`config.mk`:
```
export PLATFORM = sky130hd
export DESIGN_NAME = pipelined_control_unit_flat
export DESIGN_NICKNAME = d
export VERILOG_FILES = /design/src/rtl/pipelined_control_unit_pkg.sv /design/src/rtl/pipelined_control_unit_if.sv /design/src/rtl/pipelined_control_unit_decoder.sv /design/src/rtl/pipelined_control_unit.sv /design/src/flat_wrapper.sv
export SDC_FILE = /design/constraint.sdc
export NUM_CORES = 1
export LEC_CHECK = 0
export CAP_MARGIN = 20
export CORE_UTILIZATION = 40
export DETAILED_ROUTE_END_ITERATION = 10
export PLACE_DENSITY = 0.8
export REMOVE_ABC_BUFFERS = 1
export SYNTH_ARGS = -nofsm -noshare
export SYNTH_HDL_FRONTEND = slang
export SYNTH_SLANG_ARGS = --single-unit
```
`constraint.sdc`:
```
create_clock -name clk -period 2.3 [get_ports clk]
set_clock_uncertainty 0.05 [all_clocks]
set_input_delay 0.69 -clock clk [delete_from_list [all_inputs] [get_ports clk]]
set_output_delay 0.69 -clock clk [all_outputs]
set_load 0.02 [all_outputs]
```
`src/rtl/pipelined_control_unit_pkg.sv`:
```
// Shared encodings and the registered control bundle for the MIPS decode/control stage.
package mips_ctrl_pkg;

    localparam int ALU_FN_BITS = 6;

    localparam logic [5:0] OP_RTYPE  = 6'h00;
    localparam logic [5:0] OP_REGIMM = 6'h01;
    localparam logic [5:0] OP_J      = 6'h02;
    localparam logic [5:0] OP_JAL    = 6'h03;
    localparam logic [5:0] OP_BEQ    = 6'h04;
    localparam logic [5:0] OP_BNE    = 6'h05;
    localparam logic [5:0] OP_BLEZ   = 6'h06;
    localparam logic [5:0] OP_BGTZ   = 6'h07;
    localparam logic [5:0] OP_ADDI   = 6'h08;
    localparam logic [5:0] OP_ADDIU  = 6'h09;
    localparam logic [5:0] OP_SLTI   = 6'h0A;
    localparam logic [5:0] OP_SLTIU  = 6'h0B;
    localparam logic [5:0] OP_ANDI   = 6'h0C;
    localparam logic [5:0] OP_ORI    = 6'h0D;
    localparam logic [5:0] OP_XORI   = 6'h0E;
    localparam logic [5:0] OP_LUI    = 6'h0F;
    localparam logic [5:0] OP_LB     = 6'h20;
    localparam logic [5:0] OP_LH     = 6'h21;
    localparam logic [5:0] OP_LW     = 6'h23;
    localparam logic [5:0] OP_LBU    = 6'h24;
    localparam logic [5:0] OP_LHU    = 6'h25;
    localparam logic [5:0] OP_SB     = 6'h28;
    localparam logic [5:0] OP_SH     = 6'h29;
    localparam logic [5:0] OP_SW     = 6'h2B;

    localparam logic [5:0] FN_SLL   = 6'h00;
    localparam logic [5:0] FN_SRL   = 6'h02;
    localparam logic [5:0] FN_SRA   = 6'h03;
    localparam logic [5:0] FN_SLLV  = 6'h04;
    localparam logic [5:0] FN_SRLV  = 6'h06;
    localparam logic [5:0] FN_SRAV  = 6'h07;
    localparam logic [5:0] FN_JR    = 6'h08;
    localparam logic [5:0] FN_JALR  = 6'h09;
    localparam logic [5:0] FN_MFHI  = 6'h10;
    localparam logic [5:0] FN_MTHI  = 6'h11;
    localparam logic [5:0] FN_MFLO  = 6'h12;
    localparam logic [5:0] FN_MTLO  = 6'h13;
    localparam logic [5:0] FN_MULT  = 6'h18;
    localparam logic [5:0] FN_MULTU = 6'h19;
    localparam logic [5:0] FN_DIV   = 6'h1A;
    localparam logic [5:0] FN_DIVU  = 6'h1B;
    localparam logic [5:0] FN_ADD   = 6'h20;
    localparam logic [5:0] FN_ADDU  = 6'h21;
    localparam logic [5:0] FN_SUB   = 6'h22;
    localparam logic [5:0] FN_SUBU  = 6'h23;
    localparam logic [5:0] FN_AND   = 6'h24;
    localparam logic [5:0] FN_OR    = 6'h25;
    localparam logic [5:0] FN_XOR   = 6'h26;
    localparam logic [5:0] FN_NOR   = 6'h27;
    localparam logic [5:0] FN_SLT   = 6'h2A;
    localparam logic [5:0] FN_SLTU  = 6'h2B;
    localparam logic [5:0] ALU_LUI  = 6'h3F;

    typedef enum logic [2:0] {
        BC_EQ  = 3'd0,
        BC_NE  = 3'd1,
        BC_LEZ = 3'd2,
        BC_GTZ = 3'd3,
        BC_LTZ = 3'd4,
        BC_GEZ = 3'd5
    } branch_cond_e;

    typedef enum logic [1:0] {
        MEM_BYTE = 2'd0,
        MEM_HALF = 2'd1,
        MEM_WORD = 2'd2
    } mem_size_e;

    typedef struct packed {
        logic                   register_write;
        logic                   memory_to_register;
        logic                   memory_write;
        logic                   alu_src_b;
        logic                   register_destination;
        logic                   branch;
        branch_cond_e           branch_cond;
        logic                   jump;
        logic                   jump_register;
        logic                   link;
        logic                   hi_lo_register_write;
        logic [ALU_FN_BITS-1:0] alu_function;
        mem_size_e              mem_size;
        logic                   mem_signed;
        logic                   illegal_instruction;
    } ctrl_bundle_t;

    localparam ctrl_bundle_t CTRL_BUBBLE = '0;

endpackage

```
`src/rtl/pipelined_control_unit_if.sv`:
```
// Fetch/datapath-facing signals of the control stage; master drives instructions, slave decodes.
interface pipelined_control_unit_if #(
    parameter int ALU_FN_W = 6
);
    logic                instr_valid;
    logic [31:0]         instruction;
    logic                stall_in;
    logic                instr_ready;
    logic                ctrl_valid;
    logic                register_write;
    logic                memory_to_register;
    logic                memory_write;
    logic                ALU_src_B;
    logic                register_destination;
    logic                branch;
    logic [2:0]          branch_cond;
    logic                jump;
    logic                jump_register;
    logic                link;
    logic                hi_lo_register_write;
    logic [ALU_FN_W-1:0] ALU_function;
    logic [1:0]          mem_size;
    logic                mem_signed;
    logic                illegal_instruction;
    logic                hi_lo_busy;

    modport master (
        output instr_valid, instruction, stall_in,
        input  instr_ready, ctrl_valid, register_write, memory_to_register, memory_write,
               ALU_src_B, register_destination, branch, branch_cond, jump, jump_register,
               link, hi_lo_register_write, ALU_function, mem_size, mem_signed,
               illegal_instruction, hi_lo_busy
    );

    modport slave (
        input  instr_valid, instruction, stall_in,
        output instr_ready, ctrl_valid, register_write, memory_to_register, memory_write,
               ALU_src_B, register_destination, branch, branch_cond, jump, jump_register,
               link, hi_lo_register_write, ALU_function, mem_size, mem_signed,
               illegal_instruction, hi_lo_busy
    );
endinterface

```
`src/rtl/pipelined_control_unit_decoder.sv`:
```
// Combinational MIPS integer decoder: instruction word to control bundle plus HI/LO class flags.
module control_decoder
    import mips_ctrl_pkg::*;
(
    input  logic [31:0]  instruction_i,
    output ctrl_bundle_t ctrl_o,
    output logic         is_hilo_o,
    output logic         is_mult_o,
    output logic         is_div_o
);
    logic [5:0] op;
    logic [5:0] funct;
    logic [4:0] rt;
    logic       unused_fields;

    assign op            = instruction_i[31:26];
    assign funct         = instruction_i[5:0];
    assign rt            = instruction_i[20:16];
    assign unused_fields = ^{instruction_i[25:21], instruction_i[15:6]};

    always_comb begin
        ctrl_o    = CTRL_BUBBLE;
        is_hilo_o = 1'b0;
        is_mult_o = 1'b0;
        is_div_o  = 1'b0;
        case (op)
            OP_RTYPE: begin
                if (funct inside {FN_SLL, FN_SRL, FN_SRA, FN_SLLV, FN_SRLV, FN_SRAV, FN_JR,
                                  FN_JALR, FN_MFHI, FN_MTHI, FN_MFLO, FN_MTLO, FN_MULT,
                                  FN_MULTU, FN_DIV, FN_DIVU, FN_ADD, FN_ADDU, FN_SUB,
                                  FN_SUBU, FN_AND, FN_OR, FN_XOR, FN_NOR, FN_SLT, FN_SLTU}) begin
                    ctrl_o.register_write       = 1'b1;
                    ctrl_o.register_destination = 1'b1;
                    ctrl_o.alu_function         = funct;
                    case (funct)
                        FN_JR: begin
                            ctrl_o.register_write = 1'b0;
                            ctrl_o.jump_register  = 1'b1;
                        end
                        FN_JALR: begin
                            ctrl_o.jump_register = 1'b1;
                            ctrl_o.link          = 1'b1;
                        end
                        FN_MTHI, FN_MTLO, FN_MULT, FN_MULTU, FN_DIV, FN_DIVU: begin
                            ctrl_o.register_write       = 1'b0;
                            ctrl_o.hi_lo_register_write = 1'b1;
                        end
                        default: ;
                    endcase
                    is_hilo_o = funct inside {FN_MFHI, FN_MTHI, FN_MFLO, FN_MTLO,
                                              FN_MULT, FN_MULTU, FN_DIV, FN_DIVU};
                    is_mult_o = funct inside {FN_MULT, FN_MULTU};
                    is_div_o  = funct inside {FN_DIV, FN_DIVU};
                end else begin
                    ctrl_o.illegal_instruction = 1'b1;
                end
            end
            OP_REGIMM: begin
                // rt[0] picks GEZ over LTZ; the 0x10/0x11 variants also link.
                ctrl_o.branch         = 1'b1;
                ctrl_o.branch_cond    = rt[0] ? BC_GEZ : BC_LTZ;
                ctrl_o.link           = rt inside {5'h10, 5'h11};
                ctrl_o.register_write = rt inside {5'h10, 5'h11};
            end
            OP_J: ctrl_o.jump = 1'b1;
            OP_JAL: begin
                ctrl_o.jump           = 1'b1;
                ctrl_o.link           = 1'b1;
                ctrl_o.register_write = 1'b1;
            end
            OP_BEQ:  begin ctrl_o.branch = 1'b1; ctrl_o.branch_cond = BC_EQ;  end
            OP_BNE:  begin ctrl_o.branch = 1'b1; ctrl_o.branch_cond = BC_NE;  end
            OP_BLEZ: begin ctrl_o.branch = 1'b1; ctrl_o.branch_cond = BC_LEZ; end
            OP_BGTZ: begin ctrl_o.branch = 1'b1; ctrl_o.branch_cond = BC_GTZ; end
            OP_ADDI, OP_ADDIU, OP_SLTI, OP_SLTIU, OP_ANDI, OP_ORI, OP_XORI, OP_LUI: begin
                ctrl_o.register_write = 1'b1;
                ctrl_o.alu_src_b      = 1'b1;
                case (op)
                    OP_ADDI:  ctrl_o.alu_function = FN_ADD;
                    OP_ADDIU: ctrl_o.alu_function = FN_ADDU;
                    OP_SLTI:  ctrl_o.alu_function = FN_SLT;
                    OP_SLTIU: ctrl_o.alu_function = FN_SLTU;
                    OP_ANDI:  ctrl_o.alu_function = FN_AND;
                    OP_ORI:   ctrl_o.alu_function = FN_OR;
                    OP_XORI:  ctrl_o.alu_function = FN_XOR;
                    default:  ctrl_o.alu_function = ALU_LUI;
                endcase
            end
            OP_LB, OP_LH, OP_LW, OP_LBU, OP_LHU: begin
                ctrl_o.register_write     = 1'b1;
                ctrl_o.memory_to_register = 1'b1;
                ctrl_o.alu_src_b          = 1'b1;
                ctrl_o.alu_function       = FN_ADDU;
                ctrl_o.mem_signed         = op inside {OP_LB, OP_LH};
                case (op)
                    OP_LB, OP_LBU: ctrl_o.mem_size = MEM_BYTE;
                    OP_LH, OP_LHU: ctrl_o.mem_size = MEM_HALF;
                    default:       ctrl_o.mem_size = MEM_WORD;
                endcase
            end
            OP_SB, OP_SH, OP_SW: begin
                ctrl_o.memory_write = 1'b1;
                ctrl_o.alu_src_b    = 1'b1;
                ctrl_o.alu_function = FN_ADDU;
                case (op)
                    OP_SB:   ctrl_o.mem_size = MEM_BYTE;
                    OP_SH:   ctrl_o.mem_size = MEM_HALF;
                    default: ctrl_o.mem_size = MEM_WORD;
                endcase
            end
            default: ctrl_o.illegal_instruction = 1'b1;
        endcase
    end

endmodule

```
`src/rtl/pipelined_control_unit.sv`:
```
// Decode/control stage: fetch handshake, registered control bundle and HI/LO busy scoreboard.
module pipelined_control_unit
    import mips_ctrl_pkg::*;
#(
    parameter int MULT_CYCLES = 4,
    parameter int DIV_CYCLES  = 32,
    parameter int ALU_FN_W    = 6
) (
    input logic                     clk,
    input logic                     reset,
    pipelined_control_unit_if.slave bus
);
    localparam int CNT_MAX = (MULT_CYCLES > DIV_CYCLES) ? MULT_CYCLES : DIV_CYCLES;
    localparam int CNT_W   = $clog2(CNT_MAX + 1);

    ctrl_bundle_t dec_ctrl;
    logic         dec_is_hilo;
    logic         dec_is_mult;
    logic         dec_is_div;

    ctrl_bundle_t ctrl_q, ctrl_d;
    logic         valid_q, valid_d;
    logic [CNT_W-1:0] cnt_q, cnt_d;
    logic         busy_q;

    logic hazard;
    logic ready;
    logic accept;

    control_decoder u_decoder (
        .instruction_i (bus.instruction),
        .ctrl_o        (dec_ctrl),
        .is_hilo_o     (dec_is_hilo),
        .is_mult_o     (dec_is_mult),
        .is_div_o      (dec_is_div)
    );

    // HI/LO users wait until the counter reaches zero, including the cycle it reads 1.
    assign hazard = (cnt_q != '0) && dec_is_hilo;
    assign ready  = !bus.stall_in && !hazard;
    assign accept = bus.instr_valid && ready;

    always_comb begin
        // NOTE: every combinational output gets a default first so no latch is inferred.
        ctrl_d  = ctrl_q;
        valid_d = valid_q;
        cnt_d   = cnt_q;
        if (!bus.stall_in) begin
            ctrl_d  = accept ? dec_ctrl : CTRL_BUBBLE;
            valid_d = accept;
        end
        if (accept && dec_is_mult) begin
            cnt_d = CNT_W'(MULT_CYCLES);
        end else if (accept && dec_is_div) begin
            cnt_d = CNT_W'(DIV_CYCLES);
        end else if (cnt_q != '0) begin
            cnt_d = cnt_q - CNT_W'(1);
        end
    end

    // NOTE: state registers use non-blocking assignments so all flops update together.
    always_ff @(posedge clk) begin
        if (reset) begin
            ctrl_q  <= CTRL_BUBBLE;
            valid_q <= 1'b0;
            cnt_q   <= '0;
            busy_q  <= 1'b0;
        end else begin
            ctrl_q  <= ctrl_d;
            valid_q <= valid_d;
            cnt_q   <= cnt_d;
            busy_q  <= (cnt_d != '0);
        end
    end

    assign bus.instr_ready          = ready;
    assign bus.ctrl_valid           = valid_q;
    assign bus.register_write       = ctrl_q.register_write;
    assign bus.memory_to_register   = ctrl_q.memory_to_register;
    assign bus.memory_write         = ctrl_q.memory_write;
    assign bus.ALU_src_B            = ctrl_q.alu_src_b;
    assign bus.register_destination = ctrl_q.register_destination;
    assign bus.branch               = ctrl_q.branch;
    assign bus.branch_cond          = ctrl_q.branch_cond;
    assign bus.jump                 = ctrl_q.jump;
    assign bus.jump_register        = ctrl_q.jump_register;
    assign bus.link                 = ctrl_q.link;
    assign bus.hi_lo_register_write = ctrl_q.hi_lo_register_write;
    assign bus.ALU_function         = ALU_FN_W'(ctrl_q.alu_function);
    assign bus.mem_size             = ctrl_q.mem_size;
    assign bus.mem_signed           = ctrl_q.mem_signed;
    assign bus.illegal_instruction  = ctrl_q.illegal_instruction;
    assign bus.hi_lo_busy           = busy_q;

endmodule

```
`src/flat_wrapper.sv`:
```
// flat-port wrapper written by rule: the top's interface ports become plain ports
module pipelined_control_unit_flat import mips_ctrl_pkg::*;
#(
    parameter int MULT_CYCLES = 4,
    parameter int DIV_CYCLES  = 32,
    parameter int ALU_FN_W    = 6
)
  (clk, reset, bus_instr_valid, bus_instruction, bus_stall_in, bus_instr_ready, bus_ctrl_valid, bus_register_write, bus_memory_to_register, bus_memory_write, bus_ALU_src_B, bus_register_destination, bus_branch, bus_branch_cond, bus_jump, bus_jump_register, bus_link, bus_hi_lo_register_write, bus_ALU_function, bus_mem_size, bus_mem_signed, bus_illegal_instruction, bus_hi_lo_busy);
  pipelined_control_unit_if #(.ALU_FN_W(ALU_FN_W)) bus_i ();
  input logic clk;
  input logic reset;
  input wire logic [$bits(bus_i.instr_valid)-1:0] bus_instr_valid;
  input wire logic [$bits(bus_i.instruction)-1:0] bus_instruction;
  input wire logic [$bits(bus_i.stall_in)-1:0] bus_stall_in;
  output wire logic [$bits(bus_i.instr_ready)-1:0] bus_instr_ready;
  output wire logic [$bits(bus_i.ctrl_valid)-1:0] bus_ctrl_valid;
  output wire logic [$bits(bus_i.register_write)-1:0] bus_register_write;
  output wire logic [$bits(bus_i.memory_to_register)-1:0] bus_memory_to_register;
  output wire logic [$bits(bus_i.memory_write)-1:0] bus_memory_write;
  output wire logic [$bits(bus_i.ALU_src_B)-1:0] bus_ALU_src_B;
  output wire logic [$bits(bus_i.register_destination)-1:0] bus_register_destination;
  output wire logic [$bits(bus_i.branch)-1:0] bus_branch;
  output wire logic [$bits(bus_i.branch_cond)-1:0] bus_branch_cond;
  output wire logic [$bits(bus_i.jump)-1:0] bus_jump;
  output wire logic [$bits(bus_i.jump_register)-1:0] bus_jump_register;
  output wire logic [$bits(bus_i.link)-1:0] bus_link;
  output wire logic [$bits(bus_i.hi_lo_register_write)-1:0] bus_hi_lo_register_write;
  output wire logic [$bits(bus_i.ALU_function)-1:0] bus_ALU_function;
  output wire logic [$bits(bus_i.mem_size)-1:0] bus_mem_size;
  output wire logic [$bits(bus_i.mem_signed)-1:0] bus_mem_signed;
  output wire logic [$bits(bus_i.illegal_instruction)-1:0] bus_illegal_instruction;
  output wire logic [$bits(bus_i.hi_lo_busy)-1:0] bus_hi_lo_busy;
  assign bus_i.instr_valid = bus_instr_valid;
  assign bus_i.instruction = bus_instruction;
  assign bus_i.stall_in = bus_stall_in;
  assign bus_instr_ready = bus_i.instr_ready;
  assign bus_ctrl_valid = bus_i.ctrl_valid;
  assign bus_register_write = bus_i.register_write;
  assign bus_memory_to_register = bus_i.memory_to_register;
  assign bus_memory_write = bus_i.memory_write;
  assign bus_ALU_src_B = bus_i.ALU_src_B;
  assign bus_register_destination = bus_i.register_destination;
  assign bus_branch = bus_i.branch;
  assign bus_branch_cond = bus_i.branch_cond;
  assign bus_jump = bus_i.jump;
  assign bus_jump_register = bus_i.jump_register;
  assign bus_link = bus_i.link;
  assign bus_hi_lo_register_write = bus_i.hi_lo_register_write;
  assign bus_ALU_function = bus_i.ALU_function;
  assign bus_mem_size = bus_i.mem_size;
  assign bus_mem_signed = bus_i.mem_signed;
  assign bus_illegal_instruction = bus_i.illegal_instruction;
  assign bus_hi_lo_busy = bus_i.hi_lo_busy;
  pipelined_control_unit #(.MULT_CYCLES(MULT_CYCLES), .DIV_CYCLES(DIV_CYCLES), .ALU_FN_W(ALU_FN_W)) u_core (.clk(clk), .reset(reset), .bus(bus_i));
endmodule
```
# Word-level counts from Yosys, hierarchy flattened
# Cells that the tools add are included.
# totals
output_inout_bits	26
regBits	31
word_cells	135
ram_bits	0
latch_bits	0
input_bits	36
memories	0
mem_bits_ro	0
# classes
n_mux	36
n_shift	0
n_reduce_logical	30
n_lt_le_gt_ge	0
n_addsub	1
mul	0
n_eq_ne	50
n_bitwise	0
n_div	0
# ops
operator	count
$eq 6x6->1 const B	18
$eq 6x4->1 const B	10
$eq 6x5->1 const B	8
$eq 6x3->1 const B	7
$pmux 5 s7	1
$reduce_bool 26->1	1
$eq 6x2->1 const B	4
$mux 23	1
$reduce_or 23->1	1
$mux 1	22
$pmux 4 s5	1
$mux 6	3
$pmux 6 s3	1
$reduce_or 16->1	1
$reduce_or 8->1	2
$reduce_or 14->1	1
$logic_not 6->1	2
$pmux 2 s2	3
$reduce_bool 6->1	2
$eq 5x5->1 const B	2
$mux 9	1
$reduce_bool 2->1	4
$reduce_bool 8->1	1
$reduce_or 2->1	4
10 further kinds	16

# Longest topological paths before layout
# Gate-level depths: netlist of run 1.
# depth
ltp_word	12
ltp_mapped	8
mapped_depth_nobuf	7

# Modules after synthesis
# From an unflattened synthesis of run 1, not the netlist that was laid out.
# unflattened
hier_cells	217
hier_area_um2	1755.4
# by_module_without_submodules
module	area_per_inst_um2	n_inst	seq_area_each_um2	cells_per_inst
pipelined_control_unit	1251.2	1	620.6	134
control_decoder	504.2	1	0.0	83

# Least setup slack after synthesis of run 1
# Ideal clock, no wire load.
# synth_timing
path_type	input port to output port
start	input port bus_instruction[5]
end	output port bus_instr_ready
setup_slack_ns	-0.077
n_path_buf	1
t_arrival_ns	1.637
path_stages	4
required_time_ns	1.560
path_cell_list	buf_2 > or3b_1 > a31oi_2 > a21oi_1
# synth_via
elab_chain_cells	7
word_cells_on_any_way	33
classes_between	25 x eq/ne; 2 x mux; 6 x reduce/logical
# synth_lines
element	line_no	rtl
from (decl)	flat_wrapper.sv:13	input wire logic [$bits(bus_i.instruction)-1:0] bus_instruction;
$eq 6x2->1, or another cell as far along	pipelined_control_unit_decoder.sv:28	if (funct inside {FN_SLL, FN_SRL, FN_SRA, FN_SLLV, FN_SRLV, FN_SRAV, FN_JR,
$reduce_bool 26->1 / $reduce_bool 8->1 (equally long branches)	pipelined_control_unit_decoder.sv:28, pipelined_control_unit_decoder.sv:50	
$mux 1 *	pipelined_control_unit_decoder.sv:28	
$mux 1 *	pipelined_control_unit_decoder.sv:26	case (op)
$logic_and 1x1->1 *	pipelined_control_unit.sv:39	assign hazard = (cnt_q != '0) && dec_is_hilo;
$logic_not 1->1 *	pipelined_control_unit.sv:40	assign ready = !bus.stall_in && !hazard;
$logic_and 1x1->1 *	pipelined_control_unit.sv:40	
to (decl)	flat_wrapper.sv:15	output wire logic [$bits(bus_i.instr_ready)-1:0] bus_instr_ready;
# Mark *: on every way between the ends. The rest lies on a longest branch, timed or not.

# Worst setup path after layout of run 1
# Ends and elaborated chain as after synthesis.

==> results.md, run 1 <==
- The flow ran to the end, but the final reports show violations.
- The checks that failed: setup timing.
- The source of the worst register-to-register timing path is u_core.cnt_q[5]$_SDFF_PP0_.
- The sum of routed wire length over all layers is 5.251 mm.
- The highest ir drop seen on vdd is 0.0003986 V.
- The number of clock buffers inserted by TritonCTS is 5.
- The most used flip-flop cell after synthesis is dfxtp_1.
- The hold buffer count at cts is 0.
- The total power divided by cell area is 685.1 nW/um^2.
- The first-pass iteration count of the detailed router is 4.
- Synthesis produced 212 cells.
- Setup repair after global routing could not meet its margin everywhere.
- The standard cell area after detailed placement is 2540 sq um.
- The area share of fa/ha/maj cells after synthesis is 0.7153%.
- The cell area after synthesis is 1749 sq um.
- The critical path is of the in2out type.
- The worst hold path passes through 2 cells.
- The clock share of power is 23.5%.
- The maximum clock insertion buffer count is 2.
- Routability-driven placement finished with a final weighted congestion of 0.8794.
- The first-pass GRT wire length is 7.935 mm.
- At the pin with the least slew margin, the transition time is 0.5102 ns.
- The endpoint identified for the worst register-to-register timing path is u_core.bus.ALU_function[2]$_SDFFE_PP0N_.
- The power share of the sequential group is 34.4%.
- The number of global-route vias before repair is 1724.
- The synthesized netlist devotes 29.04% of its cell area to compound gates.
- The number of cell instances on the worst register-to-register path is 8.
- In this run the power spent charging and discharging nets is 0.6493 mW.
- The number of flip-flops and latches in the synthesized netlist is 31.
- The number of diodes is 0.
- In this run the horizontal extent of the chip is 68.13 um.
- The simple-gate share of the synthesized area is 27.11%.
- In this run, placement finished with an instance count of 339.
- The worst hold path begins at u_core.bus.ALU_function[4]$_SDFFE_PP0N_.
- The wire-length estimate of the detail-placed layout is 3.719 mm.
- Adding up every negative setup slack in the final design gives -0.05409 ns.
- The detailed-route via count is 2000.
- The number of max-slew violations in the final report came to 0.
- The final critical delay including setup and external delays is 2.354 ns.
- The relative max-transition margin is 65.11%.
- From bottom edge to top edge, the die measures 68.13 um.
- The distinct cell type count of the synthesized netlist is 58.
- The fraction of layout instances using a drive strength above 1 is 28.09%.
- STA puts the critical path data required time at 1.56 ns.
- Internal power comes to 1.175 mW.
- The number of port buffers is 46.
- The hold path endpoint is u_core.bus.ALU_function[4]$_SDFFE_PP0N_.
- TritonCTS built the clock tree.
- Of the total synthesized cell area, the portion taken by XOR and XNOR cells is 1.502%.
- Using the TritonRoute via totals, the vias-per-cell ratio works out to 5.731.
- After clock tree synthesis, the clock-pin slew on the worst setup and hold paths is 0.06 ns.
- The largest family of logic cells by synthesized area is compound AO/OA/AOI/OAI gates.
- The setup check on the worst reg-to-reg path leaves a slack of 0.33 ns.
- In this run, synthesis inferred 0 flip-flops with an integrated enable.
- The static leakage power is 1.005 nW.
- The synthesized area divided by synthesized cell count is 8.251 sq um.
- In this run the worst hold path is classified as reg2reg.
- CTS built an H-tree with a depth of 2.
- Global routing consumed, over all layers together, 23.05% of the routing resources.
- The peak fanout along the critical path is 2.
- In this run, the combinational gates consume 42.1% of the power.
- The tool flagged a number of max-cap violations equal to 0.
- Across all setup checks in the final design, the least slack found is -0.05409 ns.
- The share of synthesized flip-flops with an asynchronous set or reset is 0%.
- The total clock sinks is 31.
- After the first detailed-routing iteration, the DRC count stood at 169.
- The cell type with the highest aggregate area in the netlist is dfxtp_1.
- The arrival time at the worst endpoint is 1.61 ns.
- The initial antenna violation count is 0.
- In the synthesized netlist, the cells that appear most often are dfxtp_1, nor2_1, a21oi_1, nand2_1, clkbuf_1.
- Entering global routing, the biggest net connects 30 pins.
- The initial standard-cell utilization of the core is 42.80%.
- The launching element type of the critical path is an input port.
- The final standard cell count with taps included and fillers excluded is 349.
- The total count of hold-check failures in the final report is 0.
- The count of final setup violators is 1.
- The switching power as a share of total power is 35.59%.
- The setup slack at placement is -0.8306 ns.
- After global routing the overflow that remains totals 0.
- The portion of the clock cycle consumed by the worst path in the final layout is 102.4%.
- The final net count is 336.
- The die covers 4642 sq um.
- The portion of synthesized area spent on multiplexers is 0%.
- STA classifies the critical path endpoint as a primary output.
- Pin placement for this block handled 62 I/O pins.
- The antenna violation net count after detailed routing is 0.
- The insertion delay to the later sink of the worst-skew pair is 0.29 ns.
- Dividing the detail-routed wire length by the instance count gives 15.05 um.
- In the post-synthesis netlist, the cell with the most instances is dfxtp_1.
- The number of warnings issued by yosys is 0.
- The placeable core region is 4086 sq um.
- The detailed-route DRC error count is 0.
- The number of cell rows is 23.
- The share of Yosys cell area claimed by the top area cell type is 35.48%.
- Relative to the synthesized area, the layout overhead comes to 52.22%.
- The highest clock frequency the design can meet is 0.4248 GHz.
- The final non-filler cell area is 2663 sq um.
- By area the synthesized netlist is led by dfxtp_1, a21oi_1, nor2_1.
- The root buffer selected by CTS is clkbuf_8.
- The part of the Yosys area used for sequential elements is 35.48%.
## worst max-delay path: stages
cell	delay [ns]
buf_6	0.09
or3b_4	0.41
a31oi_4	0.18
a21oi_2	0.08
buf_4	0.16
## worst max path at each step
stage / start / slack (ns) / cells after the start / endpoint
CTS: bus_instruction[5] / -0.04 / 5 / bus_instr_ready
global route: bus_instruction[5] / -0.07 / 5 / bus_instr_ready
global placement: bus_instruction[4] / -0.81 / 5 / bus_instr_ready
detailed placement: bus_instruction[4] / -0.83 / 5 / bus_instr_ready
finish: bus_instruction[5] / -0.05 / 5 / bus_instr_ready
floorplan: bus_instruction[2] / 0.05 / 3 / bus_instr_ready
## kinds of logic after synthesis
kind of cell | count (synthesis)
fa+ha+maj | 1
buf+inv | 23
flops | 31
compound gates | 68
simple gates | 86
xor+xnor | 3
## area by class of cell
cell class                      count  area, sq um
Clock buffer                        6        82.58
Clock inverter                      1        5.005
Fill cell                         355         1424
Inverter                            8        30.03
Multi-Input combinational cell    158         1059
Sequential cell                    31        620.6
Tap cell                           50        62.56
Timing Repair Buffer               95        803.3
## per-stage QoR
stage                     util (%)  hold WS, ns  total power [mW]
final                        65.16       0.4143             1.824
after global routing         65.16       0.4346             1.923
after CTS                    64.51       0.4157             1.805
after detailed placement     62.16       0.4047             1.350
after global placement       62.16       0.4014             1.331
after floorplan                  -       0.4203             1.035
## power groups by stage
stage               combinational [mW]  sequential [mW]  clock, mW
floorplan                        0.374            0.661          0
global placement                 0.698            0.633          0
detailed placement               0.715            0.636          0
CTS                              0.741            0.624      0.440
global route                     0.831            0.632      0.460
finish                           0.768            0.627      0.429
## registers in the layout, summed over array words and instances, names as in the netlist
signal / cells
u_core.bus.branch_cond: 3
u_core.bus.branch: 1
u_core.bus.jump_register: 1
u_core.bus.link: 1
u_core.bus.ALU_src_B: 1
u_core.bus.register_destination: 1
u_core.bus.hi_lo_busy: 1
u_core.bus.ctrl_valid: 1
u_core.bus.hi_lo_register_write: 1
u_core.bus.memory_write: 1
u_core.cnt_q: 6
u_core.bus.jump: 1
u_core.bus.memory_to_register: 1
u_core.bus.mem_signed: 1
u_core.bus.ALU_function: 6
u_core.bus.register_write: 1
u_core.bus.illegal_instruction: 1
u_core.bus.mem_size: 2
## per-layer routing
layer  track usage [%]  part of all wire [%]
met5                 0                     0
met4             11.20                   1.7
met3             3.833                   6.8
met2             35.66                    47
met1             30.75                    44
## cell usage in the layout (no fill, tap or decap), drive strengths merged, types with 3 or more instances in the layout
master | Yosys | final
a211oi | 5 | 5
a21oi | 21 | 21
a22oi | 3 | 3
a31oi | 4 | 4
a32oi | 6 | 6
and3 | 4 | 4
buf | 6 | 55
clkbuf | 9 | 6
clkdlybuf4s50 | 0 | 36
dfxtp | 31 | 31
dlygate4sd2 | 0 | 3
inv | 8 | 8
nand2 | 18 | 18
nand2b | 5 | 5
nand3 | 7 | 7
nand4b | 3 | 3
nor2 | 23 | 23
nor3 | 7 | 7
nor4 | 3 | 3
o211ai | 4 | 4
o21ai | 5 | 5
o31ai | 4 | 4
xnor2 | 3 | 3
## what timing repair did
| action | CTS | global route |
|---|---|---|
| endpoints found under the setup margin | 6 | 8 |
| pin swaps | 4 | 2 |
| setup buffers | 1 | 2 |
| gates resized for setup | 35 | 5 |
Note: power is estimated with default switching activity, not from simulation.
==> inputs of run 2 (changes only) <==
--- a/config.mk
+++ b/config.mk
@@ -6,9 +6,12 @@
 export NUM_CORES = 1
 export LEC_CHECK = 0
 export CAP_MARGIN = 20
-export CORE_UTILIZATION = 40
+export CELL_PAD_IN_SITES_DETAIL_PLACEMENT = 1
+export CELL_PAD_IN_SITES_GLOBAL_PLACEMENT = 1
+export CORE_ASPECT_RATIO = 1.5
+export CORE_UTILIZATION = 32
 export DETAILED_ROUTE_END_ITERATION = 10
-export PLACE_DENSITY = 0.8
+export PLACE_DENSITY = 0.86
 export REMOVE_ABC_BUFFERS = 1
 export SYNTH_ARGS = -nofsm -noshare
 export SYNTH_HDL_FRONTEND = slang
==> run 2 against run 1 <==
  * The run still ends with setup timing left
  * Non-clock buffer count up 3
  * Count of clock-buffer cells in the layout grew 2
  * Wire length rose by 24%
  * Global-route usage fell by 0.72 points
  * Fmax decreased by 0.27%
  * Core utilization down 13 points
  * First-iteration DRC count down 60%
  * Critical endpoint unchanged
  * Largest cell class unchanged
==> results.md, run 2 (same netlist as run 1, synthesis figures left out) <==
- The library cells used most frequently in the layout, excluding fill and tap cells, are buf_4, clkdlybuf4s50_1, dfxtp_1, nor2_1, a21oi_1.
- The portion of the clock cycle consumed by the worst path in the final layout is 102.6% (+0.28 points).
- The area growth from synthesis to layout is 56.01%.
- The total placed cells including tap cells came to 359 (+5.9%).
- The peak fanout along the critical path is 2 (unchanged).
- The relative max-transition margin is 68.74% (+3.6 points).
- The detail-routed via count per cell came to 5.402 (-5.7%).
- The detailed-route via count is 2004 (+0.20%).
- The clock share of power is 25.1% (+1.6 points).
- The total power divided by cell area is 712.5 nW/um^2 (+4.0%).
- The total clock sinks was 31 (unchanged).
- The routability-driven placement congestion ratio is 0.8393 (-4.6%).
- The highest ir drop seen on vdd is 0.0003264 V (-18%).
- The power dissipated by switching net loads is 0.7036 mW (+8.4%).
- The maximum number of pins on one net before global-route repair is 30 (unchanged).
- The I/O pin count is 62 (unchanged).
- The placeable core region is 5205 sq um (+27%).
- The first-pass iteration count of the detailed router is 4 (unchanged).
- Setup repair after global routing could not meet its margin everywhere.
- The detailed-route DRC error count was 0 (unchanged).
- The delay of the slowest cell on the worst path is 0.40 ns (about the same).
- The antenna violation net count after detailed routing came to 0 (unchanged).
- The total count of hold-check failures in the final report was 0 (unchanged).
- The number of clock buffers inserted by TritonCTS is 5 (unchanged).
- The sum of routed wire length over all layers is 6.520 mm (+24%).
- In this run the clock root is driven by a clkbuf_8.
- The number of diodes was 0 (unchanged).
- The number of max-slew violations in the final report was 0 (unchanged).
- The overall die area was 5772 sq um (+24%).
- The total routing resource utilization after global routing is 22.33% (-0.72 points).
- The average wire length per cell after detail routing is 17.57 um (+17%).
- Leaving out fill and tap cells, the most frequent cell in the layout is buf_4.
- The internal power came to 1.241 mW (+5.6%).
- The core occupancy in the finished layout is 52.43% (-13 points).
- The worst setup path is of the in2out kind.
- The number of cell rows is 32 (+39%).
- The routing usage on met2 is 43.77% (+8.1 points).
- The remaining global-route overflow is 0 (unchanged).
- The count of routing violations after the opening detailed-route iteration came to 67 (-60%).
- The checks that failed: setup timing.
- The power share of the sequential group is 32.1% (-2.3 points).
- The maximum clock insertion buffer count is 2 (unchanged).
- The worst setup path is launched from an input port.
- The standard cell area after detailed placement is 2577 sq um (+1.5%).
- The maximum level of the CTS H-tree came to 2 (unchanged).
- The number of port buffers is 46 (unchanged).
- The endpoint required time on the critical path is 1.56 ns (about the same).
- The final non-filler cell area was 2729 sq um (+2.5%).
- The final net count is 339 (+0.89%).
- The post-route worst hold slack is 0.4226 ns (+0.008316 ns).
- The flow ran to the end, but the final reports show violations.
- The flop-to-flop setup slack came to 0.40 ns (+0.07 ns).
- The initial standard-cell utilization of the core is 33.61% (-9.2 points).
- The final standard cell count with taps included and fillers excluded came to 371 (+6.3%).
- The fraction of layout instances using a drive strength above 1 came to 28.38% (+0.29 points).
- The met3 track utilization from global routing is 4.310% (+0.48 points).
- The vertical extent of the die came to 92.55 um (+36%).
- The die width is 62.37 um (-8.5%).
- The first-pass GRT wire length was 9.901 mm (+25%).
- The part of the power in combinational logic is 42.8% (+0.7 points).
- The number of global-route vias before repair came to 2070 (+20%).
- The fill cell total of the finished layout is 634 (+79%).
- The arrival time at the worst endpoint is 1.62 ns (about the same).
- TritonCTS built the clock tree.
- The count of final setup violators came to 1 (unchanged).
- The initial antenna violation count came to 0 (unchanged).
- After global routing, the most crowded layer is met2.
- The global routing met1 resource utilization is 22.39% (-8.4 points).
- The final worst setup slack is -0.06045 ns (-0.006360 ns).
- The insertion delay to the later sink of the worst-skew pair is 0.29 ns (about the same).
- The final critical delay including setup and external delays is 2.360 ns (+0.006360 ns).
- The switching power as a share of total power came to 36.19% (+0.59 points).
- The hold buffer count at cts is 0 (unchanged).
- The signal on the critical path passes through buf_6, or3b_4, a31oi_4, a21oi_2, buf_4.
- The slew of the pin with the lowest slew margin is 0.4570 ns (-0.05318 ns).
- The class of the worst hold path is reg2reg.
- The clock input transition at the sequential cells of the worst setup and hold paths came to 0.07 ns (about the same).
- The total design power came to 1.944 mW (+6.6%).
- The static leakage power is 1.034 nW (+2.8%).
- The HPWL after detailed placement was 4.630 mm (+24%).
- The setup TNS is -0.06045 ns (-0.006360 ns).
- The number of violations of the max-capacitance limit is 0 (unchanged).
- The setup slack at placement is -0.8942 ns (-0.06366 ns).
- The kind of capture point of the worst setup path is a primary output.
- The cell with the biggest individual delay on the critical path is or3b_4.
- The highest clock frequency the design can meet was 0.4236 GHz (-0.27%).
[run 2: cell count changes in the layout (fill, tap and decap cells not counted), moves of 2 or more]
cell      previous run  this run
clkbuf_2             0         2
buf_4               50        52
buf_2                4         1
buf_6                1         3
[run 2: worst max-delay path: cells and delay by family]
family | cells | cell delay (ns)
compound gates | 2 | 0.28
buf+inv | 2 | 0.25
simple gates | 1 | 0.40
[run 2: power by group through the flow]
stage | Sequential [mW] | Clock, mW | Combinational, mW
2_1_floorplan | 0.661 | 0 | 0.374
3_3_place_gp | 0.633 | 0 | 0.749
3_5_place_dp | 0.637 | 0 | 0.796
4_1_cts | 0.625 | 0.493 | 0.818
5_1_grt | 0.629 | 0.518 | 0.885
6_report | 0.625 | 0.488 | 0.832
[run 2: metal layers]
layer	vias up	part of all wire (%)
met2	54	56
met3	11	3.9
met1	969	38
met5	-	0
li1	970	-
met4	0	2.2
[run 2: final cells by class]
class	instances	area, sq um	area share, %
timing repair buffer	98	839.6	30.77
tap	68	85.08	3.118
multi-input combinational	158	1054	38.61
sequential	31	620.6	22.74
clock buffer	8	100.1	3.668
inverter	8	30.03	1.100
[run 2: worst paths after layout]
check / from / endpoint / cells past startpoint
setup / recovery: bus_instruction[5] / bus_instr_ready / 5
hold / removal: u_core.bus.link$_SDFFE_PP0N_ / u_core.bus.link$_SDFFE_PP0N_ / 2
setup reg to reg: u_core.cnt_q[0]$_SDFF_PP0_ / u_core.cnt_q[1]$_SDFF_PP0_ / 7
hold reg to reg: u_core.bus.link$_SDFFE_PP0N_ / u_core.bus.link$_SDFFE_PP0N_ / 2
[run 2: timing repair]
| item | 4_1_cts | 5_1_grt |
|---|---|---|
| setup buffers | 3 | 1 |
| pin swaps | 4 | 2 |
| setup endpoints to repair | 11 | 8 |
| resized for setup | 33 | 8 |
| cloned | 0 | 0 |
==> inputs of run 3 (changes only) <==
--- a/config.mk
+++ b/config.mk
@@ -5,6 +5,7 @@
 export SDC_FILE = /design/constraint.sdc
 export NUM_CORES = 1
 export LEC_CHECK = 0
+export ABC_CLOCK_PERIOD_IN_PS = 2300
 export CAP_MARGIN = 20
 export CELL_PAD_IN_SITES_DETAIL_PLACEMENT = 1
 export CELL_PAD_IN_SITES_GLOBAL_PLACEMENT = 1
==> results of run 3 <==
Same layout as run 2: the final DEF is identical, and so are final timing and power.
